File: src/rtl/tdt_dm_sba_pkg.sv
// rtl/tdt_dm_sba_pkg.sv - shared constants, state encodings and helpers for the SBA controller
package tdt_dm_sba_pkg;

  localparam logic [6:0] ADDR_SBCS       = 7'h38;
  localparam logic [6:0] ADDR_SBADDRESS0 = 7'h39;
  localparam logic [6:0] ADDR_SBADDRESS1 = 7'h3a;
  localparam logic [6:0] ADDR_SBDATA0    = 7'h3c;
  localparam logic [6:0] ADDR_SBDATA1    = 7'h3d;

  localparam logic [2:0] SBERR_NONE    = 3'd0;
  localparam logic [2:0] SBERR_TIMEOUT = 3'd1;
  localparam logic [2:0] SBERR_BADADDR = 3'd2;
  localparam logic [2:0] SBERR_ALIGN   = 3'd3;
  localparam logic [2:0] SBERR_SIZE    = 3'd4;

  localparam logic [2:0] SBVERSION = 3'd1;

  typedef enum logic [1:0] {
    ST_IDLE = 2'd0,
    ST_REQ  = 2'd1,
    ST_WAIT = 2'd2
  } sba_state_e;

  function automatic logic access_ok(input logic [2:0] acc, input logic dw64);
    return (acc == 3'd2) || (dw64 && (acc == 3'd3));
  endfunction

  // Only meaningful once access_ok has passed (size is 2 or 3).
  function automatic logic addr_aligned(input logic [2:0] lsbs, input logic [2:0] acc);
    return (acc == 3'd3) ? (lsbs == 3'd0) : (lsbs[1:0] == 2'd0);
  endfunction

endpackage

File: src/rtl/tdt_sba_ctrl_fsm.sv
// rtl/tdt_sba_ctrl_fsm.sv - IDLE/REQ/WAIT sequencer with completion timeout
module tdt_sba_ctrl_fsm
  import tdt_dm_sba_pkg::*;
#(
  parameter int TIMEOUT_W = 12
) (
  input  logic g_mclk,
  input  logic mreset_b,
  input  logic start,
  input  logic axi_wr_ready,
  output logic busy,
  output logic wr_vld,
  output logic done,
  output logic timeout
);

  sba_state_e           state;
  logic [TIMEOUT_W-1:0] cnt;

  always_ff @(posedge g_mclk or negedge mreset_b) begin
    if (!mreset_b) begin
      state  <= ST_IDLE;
      cnt    <= '0;
      wr_vld <= 1'b0;
    end else begin
      case (state)
        ST_IDLE: begin
          if (start) begin
            state  <= ST_REQ;
            wr_vld <= 1'b1;
          end
        end
        ST_REQ: begin
          state  <= ST_WAIT;
          wr_vld <= 1'b0;
          cnt    <= '0;
        end
        ST_WAIT: begin
          if (axi_wr_ready || (cnt == '1)) begin
            state <= ST_IDLE;
          end else begin
            cnt <= cnt + TIMEOUT_W'(1);
          end
        end
        default: begin
          state  <= ST_IDLE;
          wr_vld <= 1'b0;
        end
      endcase
    end
  end

  assign busy    = (state != ST_IDLE);
  assign done    = (state == ST_WAIT) && axi_wr_ready;
  assign timeout = (state == ST_WAIT) && !axi_wr_ready && (cnt == '1);

endmodule

File: src/rtl/tdt_sba_ctrl.sv
// rtl/tdt_sba_ctrl.sv - debug-module system bus access register file and command issue
module tdt_sba_ctrl
  import tdt_dm_sba_pkg::*;
#(
  parameter int SBA_DW         = 64,
  parameter int AXI_ADDR_WIDTH = 40,
  parameter int TIMEOUT_W      = 12
) (
  input  logic                      g_mclk,
  input  logic                      mreset_b,
  input  logic                      reg_wr_vld,
  input  logic                      reg_rd_vld,
  input  logic [6:0]                reg_addr,
  input  logic [31:0]               reg_wdata,
  output logic [31:0]               reg_rdata,
  output logic [SBA_DW-1:0]         wr_data,
  output logic                      wr_flg,
  output logic [AXI_ADDR_WIDTH-1:0] wr_addr,
  output logic                      wr_vld,
  output logic [2:0]                wr_size,
  input  logic [SBA_DW-1:0]         rd_data,
  input  logic                      axi_wr_ready,
  input  logic                      sba_error
);

  localparam int   AW   = AXI_ADDR_WIDTH;
  localparam int   HIW  = AW - 32;
  localparam logic DW64 = (SBA_DW == 64);

  logic          sbbusyerror;
  logic          sbreadonaddr;
  logic [2:0]    sbaccess;
  logic          sbautoincrement;
  logic          sbreadondata;
  logic [2:0]    sberror;
  logic [AW-1:0] addr;
  logic [31:0]   sbdata0;
  logic [31:0]   sbdata1;

  logic busy, done, timeout, start;

  logic w_sbcs, w_addr0, w_addr1, w_data0, w_data1, r_data0, r_data1;
  assign w_sbcs  = reg_wr_vld && (reg_addr == ADDR_SBCS);
  assign w_addr0 = reg_wr_vld && (reg_addr == ADDR_SBADDRESS0);
  assign w_addr1 = reg_wr_vld && (reg_addr == ADDR_SBADDRESS1);
  assign w_data0 = reg_wr_vld && (reg_addr == ADDR_SBDATA0);
  assign w_data1 = reg_wr_vld && (reg_addr == ADDR_SBDATA1);
  assign r_data0 = reg_rd_vld && (reg_addr == ADDR_SBDATA0);
  assign r_data1 = reg_rd_vld && (reg_addr == ADDR_SBDATA1);

  logic busy_hit;
  assign busy_hit = busy && (w_addr0 || w_addr1 || w_data0 || w_data1 || r_data0 || r_data1);

  logic can_trig, trig_wr, trig;
  assign can_trig = !busy && !sbbusyerror && (sberror == SBERR_NONE);
  assign trig_wr  = can_trig && w_data0;
  assign trig     = trig_wr || (can_trig && ((w_addr0 && sbreadonaddr) || (r_data0 && sbreadondata)));

  // The command must see the value being written this cycle, not the stale register.
  logic [AW-1:0] cmd_addr;
  logic [63:0]   cmd_data;
  logic [2:0]    pre_err;
  always_comb begin
    cmd_addr = addr;
    if (w_addr0) cmd_addr[31:0] = reg_wdata;
    cmd_data = {sbdata1, sbdata0};
    if (w_data0) cmd_data[31:0] = reg_wdata;
    pre_err = SBERR_NONE;
    if (!access_ok(sbaccess, DW64)) pre_err = SBERR_SIZE;
    else if (!addr_aligned(cmd_addr[2:0], sbaccess)) pre_err = SBERR_ALIGN;
  end

  assign start = trig && (pre_err == SBERR_NONE);

  logic [63:0]   rd64;
  logic [31:0]   addr_hi;
  logic [AW-1:0] inc;
  always_comb begin
    rd64               = '0;
    rd64[SBA_DW-1:0]   = rd_data;
    addr_hi            = '0;
    addr_hi[HIW-1:0]   = addr[AW-1:32];
  end
  assign inc = AW'(1) << sbaccess;

  tdt_sba_ctrl_fsm #(
    .TIMEOUT_W(TIMEOUT_W)
  ) u_fsm (
    .g_mclk      (g_mclk),
    .mreset_b    (mreset_b),
    .start       (start),
    .axi_wr_ready(axi_wr_ready),
    .busy        (busy),
    .wr_vld      (wr_vld),
    .done        (done),
    .timeout     (timeout)
  );

  // Later assignments win: completion errors override a same-cycle W1C of sberror.
  always_ff @(posedge g_mclk or negedge mreset_b) begin
    if (!mreset_b) begin
      sbbusyerror     <= 1'b0;
      sbreadonaddr    <= 1'b0;
      sbaccess        <= 3'd0;
      sbautoincrement <= 1'b0;
      sbreadondata    <= 1'b0;
      sberror         <= SBERR_NONE;
      addr            <= '0;
      sbdata0         <= '0;
      sbdata1         <= '0;
      wr_data         <= '0;
      wr_flg          <= 1'b0;
      wr_addr         <= '0;
      wr_size         <= 3'd0;
    end else begin
      if (w_sbcs) begin
        sbreadonaddr    <= reg_wdata[20];
        sbaccess        <= reg_wdata[19:17];
        sbautoincrement <= reg_wdata[16];
        sbreadondata    <= reg_wdata[15];
        sbbusyerror     <= sbbusyerror & ~reg_wdata[22];
        sberror         <= sberror & ~reg_wdata[14:12];
      end
      if (busy_hit) begin
        sbbusyerror <= 1'b1;
      end else begin
        if (w_addr0) addr[31:0]    <= reg_wdata;
        if (w_addr1) addr[AW-1:32] <= reg_wdata[HIW-1:0];
        if (w_data0) sbdata0       <= reg_wdata;
        if (w_data1) sbdata1       <= reg_wdata;
      end
      if (trig && (pre_err != SBERR_NONE)) sberror <= pre_err;
      if (start) begin
        wr_flg  <= trig_wr;
        wr_addr <= cmd_addr;
        wr_data <= cmd_data[SBA_DW-1:0];
        wr_size <= sbaccess;
      end
      if (timeout) sberror <= SBERR_TIMEOUT;
      if (done) begin
        if (!wr_flg) begin
          sbdata0 <= rd64[31:0];
          if (wr_size == 3'd3) sbdata1 <= rd64[63:32];
        end
        if (sba_error) sberror <= SBERR_BADADDR;
        else if (sbautoincrement) addr <= addr + inc;
      end
    end
  end

  logic [31:0] rdata_mux;
  always_comb begin
    rdata_mux = '0;
    case (reg_addr)
      ADDR_SBCS: rdata_mux = {SBVERSION, 6'd0, sbbusyerror, busy, sbreadonaddr, sbaccess,
                              sbautoincrement, sbreadondata, sberror, 7'(AXI_ADDR_WIDTH),
                              1'b0, DW64, 1'b1, 2'b00};
      ADDR_SBADDRESS0: rdata_mux = addr[31:0];
      ADDR_SBADDRESS1: rdata_mux = addr_hi;
      ADDR_SBDATA0:    rdata_mux = sbdata0;
      ADDR_SBDATA1:    rdata_mux = sbdata1;
      default:         rdata_mux = '0;
    endcase
  end

  always_ff @(posedge g_mclk or negedge mreset_b) begin
    if (!mreset_b) reg_rdata <= '0;
    else if (reg_rd_vld) reg_rdata <= rdata_mux;
  end

endmodule

File: config.mk
export PLATFORM = sky130hd
export DESIGN_NAME = tdt_sba_ctrl
export DESIGN_NICKNAME = d
export VERILOG_FILES = /design/src/rtl/tdt_dm_sba_pkg.sv /design/src/rtl/tdt_sba_ctrl_fsm.sv /design/src/rtl/tdt_sba_ctrl.sv
export SDC_FILE = /design/constraint.sdc
export NUM_CORES = 1
export LEC_CHECK = 0
export ABC_AREA = 0
export CORE_ASPECT_RATIO = 1.5
export CORE_MARGIN = 2
export CORE_UTILIZATION = 40
export CTS_BUF_LIST = sky130_fd_sc_hd__clkbuf_4 sky130_fd_sc_hd__clkbuf_8
export CTS_CLUSTER_DIAMETER = 100
export DETAILED_ROUTE_END_ITERATION = 10
export DONT_BUFFER_PORTS = 1
export GPL_TIMING_DRIVEN = 0
export SYNTH_ARGS = -nofsm -noshare
export SYNTH_HDL_FRONTEND = slang
export SYNTH_SLANG_ARGS = --single-unit
File: constraint.sdc
create_clock -name g_mclk -period 5.2 [get_ports g_mclk]
set_clock_uncertainty 0.1 [all_clocks]
set_input_delay 0.52 -clock g_mclk [delete_from_list [all_inputs] [get_ports g_mclk]]
set_output_delay 0.52 -clock g_mclk [all_outputs]
set_load 0.02 [all_outputs]
==> run metrics <==
clk buf depth 3; grt peak-use layer met2; core area 33,300 um^2; global-route wire length before repair 73,800 um; pre-CTS WS 1.23 ns; CTS tree done; Worst Reg-to-Reg Cells 10; Async S/R FF share, synth 1.00; clk root buf clkbuf_8; Clk network pwr share 0.443; Via Count 11,311; Total GRT Usage 0.278; fin crit share 0.796; Psw 1.16 mW; die width 154 um; slowest stage delay, CP 0.57 ns; post-CTS sizing 0; antenna violation net count after detailed routing 0; Synth cell types 66; gp weighted congestion 0.963; Net Count, Synth 1,454; port bufs 0; Post-Route WL 49,600 um; r2r endpoint addr[14]; Post-Syn Area 13,500 um^2; Yosys reg bits 269; minimum setup slack among reg-to-reg paths 1.06 ns; standard-cell rows 82; status complete, but fails checks; Die ar. 35,400 um^2; syn avg cell area 10.1 um^2; CP delay by family, top compound AO/OA/AOI/OAI gates; Tot Pwr 4.67 mW; gr ovfl total 0; CP startpoint kind flip-flop; # hold bufs at CTS 88; share of power burned in registers 0.489; Sw Share 0.248; hold_ws -0.475 ns; logic gate share of total power 0.068; crit end category flip-flop; largest net degree at the start of global routing 270; M2 GR Usage 0.486; Synth area leader dfrtp_1; Tightest Pin Transition 1.29 ns; maximum vdd drop 0.000145 V; critical-path cell list clkbuf_1, nor3_1, ha_1, fa_1, a21o_1, maj3_1, a22oi_2, nor2_1, a211oi_1, a311oi_1; layout cell share with drive strength beyond 1 0.113; internal cell power 3.51 mW; WP data required 5.51 ns; postcts setup bufs 0; stages on the worst setup path 10; H-tree depth 2; DP HPWL 34,900 um; CTS clk-pin slew, worst paths 0.06 ns; Vias/cell 5.87; Worst EP arrival 4.45 ns; PwrDens 293 nW/um^2; register area share after synthesis 0.497; die outline height 229 um; top-count cell post-synth dfrtp_1; min-delay worst type input port to async pin; initial core utilization 0.406; Synth top area share 0.497; yosys synthesis warning count 0; clock sink count 269; final hold vios 269; Leak 7.14 nW; Final Max Tran Viols 0; drt first pass iters 7; Crit Path Category flip-flop to flip-flop; reg2reg start sbaccess[0]; DR WL/cell 25.7 um; Layout Nets 1,590; initial antenna violation count 1; Total Neg Setup Slack 0 ns; max_slew headroom 0.135; Setup WS post-layout 1.06 ns; setup violators final 0; top cells by area, synth dfrtp_1 50%, mux2i_1 11%, nand2_1 4.9%; Tmin final 4.14 ns; failing checks hold timing; Post-synth EDFFs 0; Num CTS Buffers 45; Max-Cap Viols 0; Synth Instances 1,336; Worst Path Buf+Inv 1; slowest CP cell clkbuf_1; CP max FO 10; I/O pin count 250; met3 Resource Use GR 0.0549; RSZ-0062 raised after global routing false; met1 usage 0.324; # DRC 0; Skew-Pair Late Insertion Delay 0.61 ns; Fmax 0.242 GHz; Primary FF master, synth dfrtp_1; synthesis-to-finish area growth 17.8%; initial DRC count 874; number of global-route vias before repair 11,635; top cells by count, synth 269 x dfrtp_1, 177 x nand2_1, 146 x mux2i_1; # fillers 3,178
-- registers in the layout (all words and copies together) (netlist names) --
name and flops:
sbreadondata 1, wr_data 64, u_fsm.wr_vld 1, u_fsm.state 2
wr_size 3, addr 40, sberror 3, sbautoincrement 1
sbaccess 3, wr_flg 1, reg_rdata 32, sbdata1 32
wr_addr 40, sbreadonaddr 1, sbbusyerror 1, sbdata0 32
u_fsm.cnt 12
-- how the worst max path moves through the flow --
stage                         startpoint           to  slack, ns
after global placement    u_fsm.state[0]  sbdata1[22]       1.16
final                        sbaccess[0]     addr[14]       1.06
after CTS                    sbaccess[0]     addr[38]       1.20
after floorplan              sbaccess[0]     addr[38]       2.28
after global routing         sbaccess[0]     addr[38]       0.96
after detailed placement     sbaccess[0]     addr[38]       1.23
-- stage by stage --
step	instances	cell area (um^2)	hold slack (ns)	utilization
after global placement	1756	14100	0.137	0.422
after CTS	1925	15900	-0.502	0.478
after global routing	1926	15900	-0.494	0.478
final	1926	15900	-0.475	0.478
after detailed placement	1757	14100	0.139	0.422
after floorplan	1336	13500	0.124	-
-- layout by cell type, fill, tap and decap left out, types with 10 or more instances in the layout --
| master | count |
|---|---|
| nand3_1 | 16 |
| o22ai_1 | 36 |
| dfrtp_1 | 269 |
| nor2_1 | 91 |
| a221oi_1 | 19 |
| clkbuf_4 | 13 |
| nand2_1 | 177 |
| buf_1 | 11 |
| buf_2 | 19 |
| a211oi_1 | 23 |
| a21oi_1 | 37 |
| a311oi_1 | 14 |
| clkbuf_1 | 50 |
| mux2i_1 | 146 |
| o21ai_1 | 41 |
| dlygate4sd3_1 | 88 |
| nor3_1 | 12 |
| a31oi_1 | 11 |
| and3_1 | 18 |
| clkbuf_8 | 60 |
| mux2_4 | 38 |
| and2_1 | 10 |
| inv_1 | 50 |
| o21ai_0 | 112 |
-- power groups by stage --
stage                     registers, mW  logic (mW)  clock network, mW
after floorplan                    2.28       0.197                  0
after global placement             2.31       0.246                  0
after detailed placement           2.32       0.252                  0
after CTS                          2.28       0.315               2.11
after global routing               2.29       0.348               2.20
final                              2.28       0.317               2.07
-- layout make-up --
| class | instances | area, um^2 | area share |
|---|---|---|---|
| Sequential cell | 269 | 6730 | 0.422 |
| Inverter | 50 | 188 | 0.0118 |
| Timing Repair Buffer | 89 | 888 | 0.0557 |
| Antenna cell | 1 | 2.50 | 0.000157 |
| Tap cell | 420 | 526 | 0.0329 |
| Buffer | 88 | 408 | 0.0256 |
| Clock buffer | 73 | 923 | 0.0579 |
| Clock inverter | 7 | 66.3 | 0.00416 |
| Multi-Input combinational cell | 929 | 6220 | 0.390 |
-- logic make-up (layout without fill, tap and decap cells) --
family | count (synthesis) | after routing | synth area share
adders and majority gates | 10 | 10 | 0.00961
and+or+nand+nor | 384 | 384 | 0.133
AOI/OAI and AO/OA | 326 | 326 | 0.148
xor gates and xnor gates | 16 | 16 | 0.0104
muxes | 193 | 193 | 0.158
buffers and inverters | 138 | 307 | 0.0440
other | 0 | 1 | 0
DFF | 269 | 269 | 0.497
-- routing by layer --
layer	routed length [um]	vias to the layer above
met2	25100	492
met1	18700	5621
met3	3280	122
met4	2510	0
li1	-	5076
met5	0	-
Power figures use the tool's default switching activity.
